--- src/rtl/conv_encode.sv ---
// -----------------------------------------------------------------------------
// conv_encode
//
// Rate-1/2 convolutional encoder for the BPSK transmit chain. It sits between
// the serial PN/data source and the BPSK mapper. Each enabled clock it takes
// one data bit and produces one registered 2-bit code symbol. The default
// generators are (7,5) octal with constraint length 3.
//
// Parameters:
//   K   - constraint length (>= 2); the shift register holds K-1 past bits.
//   G0  - generator for encode_sig[1]; MSB taps the current input bit.
//   G1  - generator for encode_sig[0]; MSB taps the current input bit.
//
// Ports:
//   clk_sig    in   1  clock; all state changes on the rising edge
//   rst_n      in   1  synchronous reset, ACTIVE-HIGH despite the name
//   q_sig      in   1  serial data bit, sampled on the rising edge
//   en_sig     in   1  active-low enable: 0 = encode one bit, 1 = hold
//   encode_sig out  2  registered code symbol {g0 output, g1 output}
//
// Flow control: there is no valid/ready handshake. en_sig low on a rising
// edge means "q_sig carries a bit, consume it"; the matching symbol appears on
// encode_sig after that same edge and stays until the next enabled edge or
// reset. en_sig high means no bit is consumed and nothing changes. The encoder
// can never back-pressure the source.
// -----------------------------------------------------------------------------
module conv_encode #(
  parameter int             K  = 3,
  parameter logic [K-1:0]   G0 = 3'b111,
  parameter logic [K-1:0]   G1 = 3'b101
) (
  input  logic       clk_sig,
  input  logic       rst_n,
  input  logic       q_sig,
  input  logic       en_sig,
  output logic [1:0] encode_sig
);

  // sr[0] is the previous input bit, sr[K-2] the oldest one kept.
  logic [K-2:0] sr;
  logic [K-2:0] sr_next;

  // Tap vector ordered to match the generator bit order:
  // tap_v[K-1] = current bit, tap_v[K-2] = sr[0], ..., tap_v[0] = sr[K-2].
  // This is the bit-reverse of the packed sr, so it is built explicitly.
  logic [K-1:0] tap_v;
  logic         c1;
  logic         c0;

  always_comb begin
    tap_v        = '0;
    tap_v[K-1]   = q_sig;
    for (int i = 0; i < K - 1; i++) begin
      tap_v[K-2-i] = sr[i];
    end

    c1 = ^(tap_v & G0);
    c0 = ^(tap_v & G1);

    // Shift towards the oldest position; written as a loop so that K = 2
    // (a one-bit register) needs no special-case slice.
    sr_next    = '0;
    sr_next[0] = q_sig;
    for (int i = 1; i < K - 1; i++) begin
      sr_next[i] = sr[i-1];
    end
  end

  // Reset beats enable; a held cycle leaves both state and output untouched,
  // so a stalled stream equals the un-stalled stream with the stalls removed.
  always_ff @(posedge clk_sig) begin
    if (rst_n) begin
      sr         <= '0;
      encode_sig <= 2'b00;
    end else if (!en_sig) begin
      sr         <= sr_next;
      encode_sig <= {c1, c0};
    end
  end

endmodule

--- config.mk ---
export PLATFORM = sky130hd
export DESIGN_NAME = conv_encode
export DESIGN_NICKNAME = d
export VERILOG_FILES = /design/src/rtl/conv_encode.sv
export SDC_FILE = /design/constraint.sdc
export NUM_CORES = 1
export LEC_CHECK = 0
export ABC_AREA = 0
export CAP_MARGIN = 0
export CORE_AREA = 2 2 39 41
export DETAILED_ROUTE_END_ITERATION = 10
export DIE_AREA = 0 0 41 43
export SKIP_CTS_REPAIR_TIMING = 1
export SYNTH_ARGS = -nofsm -noshare
export SYNTH_HDL_FRONTEND = slang
export SYNTH_SLANG_ARGS = --single-unit
--- constraint.sdc ---
create_clock -name clk_sig -period 2.8 [get_ports clk_sig]
set_input_delay 0.28 -clock clk_sig [delete_from_list [all_inputs] [get_ports clk_sig]]
set_output_delay 0.28 -clock clk_sig [all_outputs]
set_load 0.02 [all_outputs]
==> impl_results.md <==
* Final WS setup at 1.36 ns
* Distinct cells, synth at 9
* Die H at 43 um
* Sw frac at 0.219
* Comb pwr share at 0.139
* Core area at 1380 sq um
* Clock Path Buffers at 2
* Fillers at 162
* NumNets Final at 30
* Post-Syn Area at 173 sq um
* Cell count after synthesis at 17
* Post-route ant nets at 0
* Crit Path Max Fanout at 2
* Worst slew margin at 0.837
* CP max stage delay at 0.60 ns
* Final WL at 308 um
* Syn. warnings at 0
* Drt drc at 0
* Flop pwr share at 0.409
* Crit path capture type: primary output
* Number of DRC markers after the initial detailed-route iteration at 0
* Root buffer cell: clkbuf_4
* Sw Pwr at 0.0338 mW
* Worst EP required at 2.52 ns
* HP Class: flip-flop to flip-flop
* Clock Power Share at 0.452
* # clock sinks at 4
* All-layer global routing usage at 0.0472
* Placer Congestion at 0.532
* Setup Viol. Count Final at 0
* Syn-to-layout area delta at 49.3%
* Max Slew Vio Count at 0
* Setup Crit Path Kind: flip-flop to primary output
* Hold Vio Cnt, Final at 0
* First-pass GRT wire length at 386 um
* Gr ovfl total at 0
* DP Wirelength at 219 um
* Tmin final at 1.44 ns
* Vias in the first global route at 108
* CTS buffer count at 3
* Int Power at 0.120 mW
* Routed wire per std cell at 7.70 um
* Post-Syn Nets at 21
* Die W at 41 um
* Critical path arrival at 1.16 ns
* Fmax at 0.694 GHz
* Status: completed
* Pre-CTS WS at 1.24 ns
* Crit start category: flip-flop
* Total number of H-tree levels at 1
* Largest net degree at the start of global routing at 7
* Initial antenna violation count at 0
* Leading cell types in the layout, fill and taps excluded: clkdlybuf4s50_1, dfxtp_1, mux2i_1, nor2_1, clkbuf_4
* Pwr dens at 599 nW/um^2
* CTS tree: built
* Seq/Total Area, Yosys at 0.464
* CTS clk-pin slew, worst paths at 0.04 ns
* Peak supply drop at 0.0000968 V
* Hold slack final at 0.499 ns
* Clk_skew at 0.00310 ns
* Via count at 137
* I/O pins at 6
* Vias per inst at 3.43
* Yosys reg bits at 4
* Crit path max-delay family: buffers and inverters
* Setup TNS at 0 ns
* Number of port buffers at 5
* Layout cells sized above 1 at 0.167
* Die ar. at 1760 sq um
* Leading cell type in the layout, fill and taps excluded: clkdlybuf4s50_1
* Slowest library cell on the worst path: clkdlybuf4s50_1
* Crit path cell chain: clkdlybuf4s50_1
* N_diodes at 0
* Leakage power at 0.107 nW
* Slew @ Worst Pin at 0.244 ns
* Total of max-cap violations at 0
* DRT Pass-1 Iters at 1
* Buf+Inv Stages, Crit Path at 1
* Tcrit/Tclk final at 0.515
* Later-pin clock latency in the skew report at 0.23 ns
* Num rows at 14
* Initial Util at 0.125
* RSZ-0062 raised after global routing: false
* Synth Area per Inst at 10.2 sq um
==> per-stage QoR <==
stage	cells	power (mW)	util	cell area, sq um
floorplan	17	0.0755	-	173
global placement	37	0.0857	0.170	235
detailed placement	37	0.0857	0.170	235
CTS	40	0.161	0.186	258
global route	40	0.165	0.186	258
finish	40	0.154	0.186	258
==> cell type report <==
cell class / count / area, sq um / share of cell area
Clock buffer: 3 / 22.5 / 0.0874
Sequential cell: 4 / 80.1 / 0.311
Tap cell: 16 / 20.0 / 0.0777
Timing Repair Buffer: 5 / 50.0 / 0.194
Multi-Input combinational cell: 12 / 85.1 / 0.330
==> final timing paths <==
check,slack (ns),end,cells after the start,startpoint
setup / recovery,1.36,encode_sig[0],1,encode_sig[0]
hold / removal,0.50,encode_sig[1],2,encode_sig[1]
setup reg to reg,1.68,encode_sig[1],3,sr[1]
hold reg to reg,0.50,encode_sig[1],2,encode_sig[1]
==> power groups by stage <==
| stage | registers, mW | logic [mW] | clock network, mW |
|---|---|---|---|
| finish | 0.0631 | 0.0215 | 0.0698 |
| global route | 0.0634 | 0.0234 | 0.0783 |
| CTS | 0.0631 | 0.0219 | 0.0762 |
| detailed placement | 0.0639 | 0.0218 | 0 |
| global placement | 0.0639 | 0.0218 | 0 |
| floorplan | 0.0663 | 0.00914 | 0 |
==> tightest hold or removal path, delay by kind of cell, from the launching register on <==
kind / cells / cell delay, ns
flip-flops: 1 / 0.30
AND/OR/NAND/NOR: 1 / 0.07
AO/OA/AOI/OAI: 1 / 0.07
==> kinds of logic (layout without fill, tap and decap cells) <==
logic type / Yosys count / in the layout / synth area share
DFF: 4 / 4 / 0.464
buffers and inverters: 1 / 8 / 0.0435
AOI/OAI and AO/OA: 1 / 1 / 0.0725
muxes: 3 / 3 / 0.174
xor gates and xnor gates: 1 / 1 / 0.0507
and+or+nand+nor: 7 / 7 / 0.196
==> cells in the mapped netlist (all sizes together) <==
cell type / n / share of area
buf: 1 / 0.043
dfxtp: 4 / 0.46
mux2i: 3 / 0.17
nand2: 2 / 0.043
nor2: 3 / 0.065
nor3: 1 / 0.029
o211ai: 1 / 0.072
or4b: 1 / 0.058
xor2: 1 / 0.051
==> sequential cells by signal (all words and copies together) (netlist names) <==
name	cells
encode_sig	2
sr	2
==> metal layers <==
metal | global-route usage | wire length (um)
met1 | 0.0258 | 124
met4 | 0.0800 | 0
met5 | 0 | 0
met2 | 0.0469 | 147
met3 | 0.0628 | 37
(Power assumes the default switching activity.)
